**src/rtl/encoder_pipe_n.sv**
```systemverilog
// Registered N-to-log2(N) encoder: strict one-hot, fixed-priority or round-robin selection,
// with a single output register stage and valid/ready handshakes on both sides.
module encoder_pipe_n #(
  parameter int unsigned N    = 32,
  parameter int unsigned W    = $clog2(N),
  parameter int unsigned MODE = 0
) (
  input  logic         clk,
  input  logic         clr,
  input  logic [N-1:0] enc_in,
  input  logic         in_valid,
  output logic         in_ready,
  output logic [W-1:0] enc_out,
  output logic         out_none,
  output logic         out_err,
  output logic         out_valid,
  input  logic         out_ready
);

  logic [W-1:0]           r_enc;
  logic                   r_none;
  logic                   r_err;
  logic                   r_valid;
  logic [W-1:0]           r_ptr;

  logic [W-1:0]           w_idx;
  logic [W-1:0]           w_ptr_nxt;
  logic                   w_none;
  logic                   w_err;
  logic                   w_accept;
  logic                   w_hit;
  logic [W:0]             w_pos;
  logic [$clog2(N+1)-1:0] w_cnt;

  assign in_ready  = !r_valid || out_ready;
  assign w_accept  = in_valid && in_ready;
  assign w_ptr_nxt = (32'(w_idx) == N - 1) ? '0 : w_idx + 1'b1;

  always_comb begin
    w_idx  = '1;
    w_none = 1'b1;
    w_err  = 1'b0;
    w_hit  = 1'b0;
    w_pos  = '0;
    w_cnt  = '0;
    if (MODE == 0) begin
      for (int i = 0; i < N; i++) begin
        if (enc_in[i]) begin
          w_cnt = w_cnt + 1'b1;
          w_idx = i[W-1:0];
        end
      end
      if (w_cnt == 1) begin
        w_none = 1'b0;
      end else begin
        w_idx = '1;
        w_err = 1'b1;
      end
    end else if (MODE == 1) begin
      for (int i = N - 1; i >= 0; i--) begin
        if (enc_in[i]) begin
          w_idx  = i[W-1:0];
          w_none = 1'b0;
        end
      end
    end else begin
      // Rotating scan starting at r_ptr; the first set bit found wins.
      for (int j = 0; j < N; j++) begin
        w_pos = {1'b0, r_ptr} + j[W:0];
        if (w_pos >= (W+1)'(N)) begin
          w_pos = w_pos - (W+1)'(N);
        end
        if (!w_hit && enc_in[w_pos]) begin
          w_hit  = 1'b1;
          w_idx  = w_pos[W-1:0];
          w_none = 1'b0;
        end
      end
    end
  end

  always_ff @(posedge clk) begin
    if (clr) begin
      r_valid <= 1'b0;
      r_enc   <= '1;
      r_none  <= 1'b1;
      r_err   <= 1'b0;
      r_ptr   <= '0;
    end else if (w_accept) begin
      r_valid <= 1'b1;
      r_enc   <= w_idx;
      r_none  <= w_none;
      r_err   <= w_err;
      if (MODE == 2 && !w_none) begin
        r_ptr <= w_ptr_nxt;
      end
    end else if (out_ready) begin
      r_valid <= 1'b0;
    end
  end

  assign enc_out   = r_enc;
  assign out_none  = r_none;
  assign out_err   = r_err;
  assign out_valid = r_valid;

endmodule
```
**config.mk**
```make
export PLATFORM = sky130hd
export DESIGN_NAME = encoder_pipe_n
export DESIGN_NICKNAME = d
export VERILOG_FILES = /design/src/rtl/encoder_pipe_n.sv
export SDC_FILE = /design/constraint.sdc
export NUM_CORES = 1
export LEC_CHECK = 0
export CORE_ASPECT_RATIO = 0.8
export CORE_UTILIZATION = 45
export CTS_BUF_LIST = sky130_fd_sc_hd__clkbuf_4 sky130_fd_sc_hd__clkbuf_8
export DETAILED_ROUTE_END_ITERATION = 10
export SYNTH_ARGS = -nofsm -noshare
export SYNTH_HDL_FRONTEND = slang
export SYNTH_SLANG_ARGS = --single-unit
```
**constraint.sdc**
```tcl
create_clock -name clk -period 35.4 [get_ports clk]
set_input_delay 3.54 -clock clk [delete_from_list [all_inputs] [get_ports clk]]
set_output_delay 3.54 -clock clk [all_outputs]
set_load 0.01 [all_outputs]
```
==> reports/results.ini, run 1 <==
[status]
run_status = completed

[yosys]
postSynthRegisterBits = 8
synthTopCellsByArea = xnor2_1 9.6%, ha_1 7.4%, nand2_1 5.2%
number_of_synthesized_flops_with_an_enable_pin = 0
synthArstFlopShare_pct = 0
cells_after_synthesis = 713
netlist.area_leader.share_pct = 9.59
synth_top_area_cell = xnor2_1
netlist-cell-type-count = 100
synth.cell_area_um2 = 5390
synth_fp_nets = 781
synth_warn = 0
synth_top_cells_by_count = 74 x nand2_1, 60 x nor2_1, 59 x xnor2_1
synthFlopType = dfxtp_1
synthesis.area_per_instance_um2 = 7.56
yosysSeqAreaShare_pct = 2.97
synthMostInstantiatedCell = nand2_1

[critical_path]
timing.reg2reg.worst_path_depth = 8
critical_path_class = input pin to flip-flop
cp-start-kind = input pin
critical_path_arrival_ns = 23.82
critPathMaxFanout = 7
critPathMaxStageDelay_ns = 0.52
r2r_slack_ns = 33.48
worst_path_max_delay_cell = o21ai_0
cp_num_buf_inv = 4
critical_path.top_delay_family = adder cells
crit-reg2reg-capture = enc_out[3]
critPathLaunch = enc_in[0]
endpoint_type_of_the_worst_setup_path = flip-flop
cp_data_required_time_ns = 35.49
worst_r2r_startpoint = out_valid
path_common_cell = ha_1

[worst_hold_path]
hold_path_class = flip-flop to flip-flop
worstHoldStart = enc_out[0]
holdPathStages = 2
timing.hold.worst_endpoint = enc_out[0]

[placement]
io_buffers = 44
finalWeightedCongestion = 0.869
placed_cells = 868
detailed_place.area_um2 = 5840
hpwl_um = 11300

[global_routing]
grt_pass1_vias = 4716
grt_pass1_wl_um = 23100
grt_antenna_before_repair = 0
grt_util_overall_pct = 21.9
pin_count_of_the_biggest_net_entering_global_routing = 19
overflow_after_grt = 0

[clock_tree]
cts_resized = 0
clock_tree.buffer_depth = 2
clkSinkCount = 8
cts_setup_buffers = 0
clk_transition_reported_paths_ns = 0.04
clk-insertion-delay-late_ns = 0.23
cts_buffers = 3
ctsHoldBuffers = 0
cts-htree-levels = 1
root_buffer = clkbuf_8
cts_tree = yes

[timing]
report.final.setup_viol = 0
max_clock_freq_ghz = 0.0421
timing.slew.headroom_pct = 47.0
clock_skew_ns = 0.00355
rsz_0062_raised_after_global_routing = no
finalSetupTns_ns = 0
layout_min_cycle_time_ns = 23.73
timing_worst_slew_pin_value_ns = 0.793
min_period_over_period_pct = 67.0
timing.final.hold_violations = 0
slew_violations = 0

[floorplan]
row_count = 35
pin_count = 45
core_um2 = 11600
height_of_the_chip_um = 99.9
die_area_um2 = 12400
initial_core_utilization_pct = 46.4
die_width_um = 124

[finish]
num-nets-final = 793
final_cell_count_no_fill = 871
drive_gt1_share_pct = 9.96
syn_to_final_growth_pct = 9.24
final_area_um2 = 5890
num_antenna_cells = 0

[detailed_routing]
initialDrtViolationCount = 441
totalWireLength_um = 13700
avgViaCountPerCell = 5.91
routed_wire_per_std_cell_um = 15.8
via_count = 5145
antenna_violating_nets_left = 0
drc_errors = 0
firstDrtPassIters = 5

[run]
cap_violations = 0

[tightest hold or removal path: cells and delay by family (launching register included)]
family,cells,cell delay [ns]
AO/OA/AOI/OAI,1,0.10
flip-flops,1,0.32
AND/OR/NAND/NOR,1,0.05
[registers in the layout, indices dropped and copies added (netlist names)]
| register | count |
|---|---|
| out_err | 1 |
| out_valid | 1 |
| enc_out | 5 |
| out_none | 1 |
[metal layers]
layer	GRT usage (%)	up-vias	part of all wire, %	wire [um]
li1	-	2616	-	-
met4	0.649	0	0.11	15
met2	34.4	141	42	5830
met1	33.2	2384	52	7130
met3	3.04	4	5.5	754
met5	0	-	0	0
[area by class of cell]
| type | instances | area, um2 |
|---|---|---|
| fillers | 1148 | 5720 |
| multi-input cells | 635 | 4930 |
| well taps | 148 | 185 |
| flip-flops and latches | 8 | 160 |
| repair buffers | 44 | 440 |
| clock buffers | 3 | 41.3 |
| inverters | 33 | 129 |
[layout by cell type, fill, tap and decap left out, types with 8 or more instances in the layout]
| cell | count |
|---|---|
| xor2_1 | 28 |
| mux2_2 | 10 |
| xnor2_1 | 59 |
| o22ai_1 | 13 |
| and2_1 | 10 |
| nand3_1 | 26 |
| and3_1 | 10 |
| mux2i_1 | 9 |
| clkdlybuf4s50_1 | 44 |
| nand2_1 | 74 |
| nor3_1 | 27 |
| a21oi_1 | 33 |
| xnor2_2 | 8 |
| o21ai_0 | 29 |
| inv_1 | 31 |
| nor2_1 | 60 |
| xnor3_1 | 10 |
| nand4_1 | 9 |
| nand2b_1 | 15 |
| dfxtp_1 | 8 |
| o31ai_1 | 11 |
| ha_1 | 32 |
[cells by family (layout without fill, tap and decap cells)]
logic type      Yosys count  in the layout  synth area share (%)
simple gates            277            277                  26.0
compound gates          177            177                  23.9
xor+xnor                127            127                  29.8
buf+inv                  70             80                  5.53
fa+ha+maj                34             34                  7.80
mux                      20             20                  4.02
flops                     8              8                  2.97
[worst max path at each step]
stage / slack, ns / depth (start not counted) / to
after floorplan: 14.37 / 93 / enc_out[0]
after global placement: 12.18 / 94 / enc_out[1]
after detailed placement: 11.56 / 94 / enc_out[1]
after CTS: 11.74 / 94 / enc_out[1]
after global routing: 10.16 / 94 / enc_out[1]
final: 11.67 / 94 / enc_out[1]
[metrics by stage]
stage / utilization [%] / hold WS, ns / setup WS [ns]
CTS: 50.7 / 0.506 / 11.74
finish: 50.7 / 0.508 / 11.67
detailed placement: 50.4 / 0.497 / 11.56
global route: 50.7 / 0.519 / 10.16
global placement: 50.4 / 0.499 / 12.18
floorplan: - / 0.508 / 14.37
Power of run 1 is left out: the tool's default activity adds up to more than one toggle a clock period on the data nets, which glitch-free logic cannot reach.
==> run 2: changes to the inputs <==
==> constraint.sdc (replaced) <==
create_clock -name clk -period 23.3 [get_ports clk]
set_input_delay 2.33 -clock clk [delete_from_list [all_inputs] [get_ports clk]]
set_output_delay 2.33 -clock clk [all_outputs]
set_load 0.01 [all_outputs]
==> run 2 against run 1 <==
Against the previous run:
- clock-buffer cell count is the same
- die area is the same
- via count is 1.8% higher
- wire length increased by 1.2%
- clock skew shrank 0.0026 ns
- critical endpoint is now enc_out[2]
==> reports/results.ini, run 2 (synthesis gave the netlist of run 1 again) <==
[clock_tree]
root_buffer = clkbuf_8
clk_transition_reported_paths_ns = 0.04
clock_tree.buffer_depth = 2
clk-insertion-delay-late_ns = 0.23
cts-htree-levels = 1
clkSinkCount = 8
cts_tree = yes
cts_buffers = 3
ctsHoldBuffers = 0

[critical_path]
critical_path_arrival_ns = 22.18
critical_path.top_delay_family = adder cells
cp_num_buf_inv = 5
critPathMaxStageDelay_ns = 0.51
cp_data_required_time_ns = 23.40
worst_path_max_delay_cell = clkdlybuf4s50_1
endpoint_type_of_the_worst_setup_path = flip-flop
cp-start-kind = input pin
critical_path_class = input pin to flip-flop
critPathMaxFanout = 6
path_common_cell = ha_1

[placement]
finalWeightedCongestion = 0.886
io_buffers = 44
post-place-ws_ns = 0.770
hpwl_um = 11400

[timing]
clock_skew_ns = 0.000973
min_period_over_period_pct = 94.8
report.final.setup_viol = 0
post-route-worst-setup-slack_ns = 1.22
timing.final.hold_violations = 0
slew_violations = 0
finalSetupTns_ns = 0
timing_worst_slew_pin_value_ns = 0.839
hold-worst-slack_ns = 0.503
max_clock_freq_ghz = 0.0453
layout_min_cycle_time_ns = 22.08
timing.slew.headroom_pct = 43.9

[global_routing]
global_route.usage.met3_pct = 2.19
grt_util_overall_pct = 22.3
grt_pass1_vias = 4740
grt_util_met2_pct = 33.7
pin_count_of_the_biggest_net_entering_global_routing = 19
grt_pass1_wl_um = 23400
met1_usage_pct = 34.7
grt_antenna_before_repair = 0
overflow_after_grt = 0
busiest_layer = met1

[detailed_routing]
initialDrtViolationCount = 392
routed_wire_per_std_cell_um = 15.9
firstDrtPassIters = 5
antenna_violating_nets_left = 0
avgViaCountPerCell = 5.99
drc_errors = 0
totalWireLength_um = 13900
via_count = 5238

[floorplan]
die_area_um2 = 12400
core_um2 = 11600
pin_count = 45
height_of_the_chip_um = 99.9
die_width_um = 124
initial_core_utilization_pct = 46.4
row_count = 35

[finish]
num-nets-final = 796
layout.cells.most_common = nand2_1
drive_gt1_share_pct = 10.9
syn_to_final_growth_pct = 10.4
num_antenna_cells = 0
mostFrequentLayoutCells = 74 x nand2_1, 59 x nor2_1, 59 x xnor2_1
largest_reg_flops = 5

[status]
run_status = completed

[worst_hold_path]
hold_path_class = flip-flop to flip-flop

[run]
cap_violations = 0

==> run 2: path summary, 6_finish.rpt <==
kind                                 start         end  cells past startpoint  slack (ns)
worst min register to register  enc_out[2]  enc_out[2]                      2        0.50
worst max register to register   out_valid  enc_out[4]                      9       21.35
worst min-delay path            enc_out[2]  enc_out[2]                      2        0.50
worst max-delay path             enc_in[0]  enc_out[2]                     95        1.22
==> run 2: final cells by class <==
class,count,area (um2)
multi-input cells,635,4960
flip-flops and latches,8,160
fillers,1140,5660
well taps,148,185
clock buffers,3,41.3
repair buffers,47,465
inverters,33,129
==> run 2: repair_timing <==
item	4_1_cts	5_1_grt
setup endpoints to repair	0	7
resized for setup	0	8
endpoints found under the hold margin	0	0
setup buffers	0	2
==> run 2: metal layers <==
metal  routed length (um)  part of all wire (%)  vias up
li1                     -                     -     2630
met1                 7380                    53     2436
met2                 5710                    41      163
met3                  756                   5.4        9
met4                   55                  0.40        0
met5                    0                     0        -
==> run 2: per-stage QoR <==
step	util, %	cell area (um2)	instances
final	51.2	5950	874
after global routing	51.2	5950	874
after CTS	50.8	5890	872
after detailed placement	50.4	5850	869
after global placement	50.4	5850	869
after floorplan	-	5390	713
==> run 2: worst reg2reg max path: cells and delay by family (launching register included) <==
family	cells	cell delay [ns]
AOI/OAI and AO/OA	2	0.20
DFF	1	0.30
and+or+nand+nor	7	1.32
Power of run 2 is left out for the same reason.
==> run 3: changes to the inputs <==
--- a/config.mk
+++ b/config.mk
@@ -9,6 +9,7 @@
 export CORE_UTILIZATION = 45
 export CTS_BUF_LIST = sky130_fd_sc_hd__clkbuf_4 sky130_fd_sc_hd__clkbuf_8
 export DETAILED_ROUTE_END_ITERATION = 10
+export REMOVE_ABC_BUFFERS = 1
 export SYNTH_ARGS = -nofsm -noshare
 export SYNTH_HDL_FRONTEND = slang
 export SYNTH_SLANG_ARGS = --single-unit
==> run 3 against run 2 <==
Against the previous run:
- core utilization is 0.18 points lower
- sequential share of layout area is essentially flat
- highest routed layer unchanged
- critical path depth unchanged
- via count is 1.1% lower
==> reports/results.ini, run 3 (synthesis gave the netlist of run 1 again) <==
[placement]
post-place-ws_ns = 0.797
placed_cells = 868
hpwl_um = 11300
finalWeightedCongestion = 0.868
io_buffers = 44

[critical_path]
critical_path_class = input pin to flip-flop
critPathMaxStageDelay_ns = 0.52
path_common_cell = ha_1
cp_num_buf_inv = 5
critical_path_arrival_ns = 21.97
endpoint_type_of_the_worst_setup_path = flip-flop
critPathMaxFanout = 6
critical_path.top_delay_family = adder cells
worst_path_max_delay_cell = clkdlybuf4s50_1
cp-start-kind = input pin
cp_data_required_time_ns = 23.39

[detailed_routing]
totalWireLength_um = 13800
avgViaCountPerCell = 5.92
top_layer_used = met4
initialDrtViolationCount = 404
routed_wire_per_std_cell_um = 15.8
met3_wirelength_um = 612
via_count = 5178
met1Wirelength_um = 7360
drc_errors = 0
firstDrtPassIters = 5
route.met2.wl_um = 5790
antenna_violating_nets_left = 0

[finish]
final_cell_count_no_fill = 874
num-nets-final = 796
largest_reg_flops = 5
final.fill_count = 1151
num_antenna_cells = 0
drive_gt1_share_pct = 10.7
mostFrequentLayoutCells = 74 x nand2_1, 60 x nor2_1, 59 x xnor2_1
syn_to_final_growth_pct = 9.96
final_core_util_pct = 51.1
layout.cells.most_common = nand2_1

[floorplan]
die_area_um2 = 12400
height_of_the_chip_um = 99.9
die_width_um = 124
pin_count = 45
initial_core_utilization_pct = 46.4
core_um2 = 11600
row_count = 35

[timing]
max_clock_freq_ghz = 0.0457
report.final.setup_viol = 0
clock_skew_ns = 0.00250
finalSetupTns_ns = 0
slew_violations = 0
timing.final.hold_violations = 0
timing_worst_slew_pin_value_ns = 0.829
timing.slew.headroom_pct = 44.6
post-route-worst-setup-slack_ns = 1.42
layout_min_cycle_time_ns = 21.88
min_period_over_period_pct = 93.9

[clock_tree]
cts-htree-levels = 1
root_buffer = clkbuf_8
clk-insertion-delay-late_ns = 0.23
clkSinkCount = 8
cts_tree = yes
ctsHoldBuffers = 0
clk_transition_reported_paths_ns = 0.04
cts_buffers = 3
clock_tree.buffer_depth = 2

[global_routing]
pin_count_of_the_biggest_net_entering_global_routing = 19
grt_antenna_before_repair = 0
grt_pass1_vias = 4766
grt_util_overall_pct = 22.1
overflow_after_grt = 0
grt_pass1_wl_um = 23300

[run]
cap_violations = 0

[worst_hold_path]
hold_path_class = flip-flop to flip-flop

[status]
run_status = completed

run 3: cell count changes in the layout (fill, tap and decap cells not counted):
cell             before  now
ha_2                  1    0
a22oi_1               4    3
o21ai_4               1    0
a22oi_2               0    1
dlymetal6s2s_1        1    0
nor2_2                1    0
nor2_1               59   60
xor2_4                2    1
o21ai_2               2    3
xor2_2                6    7
clkdlybuf4s50_1      43   44
ha_1                 31   32
run 3: tightest hold or removal path, stage by stage, from the launching register on:
cell and delay [ns]:
dfxtp_1 0.31, nor2_1 0.10, a21oi_1 0.05
run 3: what timing repair did:
action / 4_1_cts / 5_1_grt
resized for setup: 0 / 4
setup buffers: 0 / 3
setup endpoints to repair: 0 / 7
run 3: cell type report:
class	count	area [um2]	area share [%]
Multi-Input combinational cell	635	4950	83.5
Timing Repair Buffer	47	463	7.81
Tap cell	148	185	3.13
Sequential cell	8	160	2.70
Inverter	33	129	2.18
Clock buffer	3	41.3	0.697
run 3: path summary, 6_finish.rpt:
| kind | start | end | slack, ns | cells past startpoint |
|---|---|---|---|---|
| min reg2reg | enc_out[3] | enc_out[3] | 0.50 | 2 |
| max reg2reg | out_valid | enc_out[3] | 21.31 | 8 |
| min | enc_out[3] | enc_out[3] | 0.50 | 2 |
| max | enc_in[0] | out_none | 1.42 | 95 |
run 3: per-stage QoR:
stage	hold slack, ns	cell area [um2]
2_1_floorplan	0.508	5220
3_3_place_gp	0.482	5840
3_5_place_dp	0.486	5840
4_1_cts	0.496	5890
5_1_grt	0.509	5920
6_report	0.498	5920
run 3: per-layer routing:
layer | vias to the layer above | GRT usage (%)
li1 | 2636 | -
met1 | 2423 | 34.5
met2 | 117 | 34.0
met3 | 2 | 1.71
met4 | 0 | 1.58
met5 | - | 0
Power of run 3 is left out for the same reason.
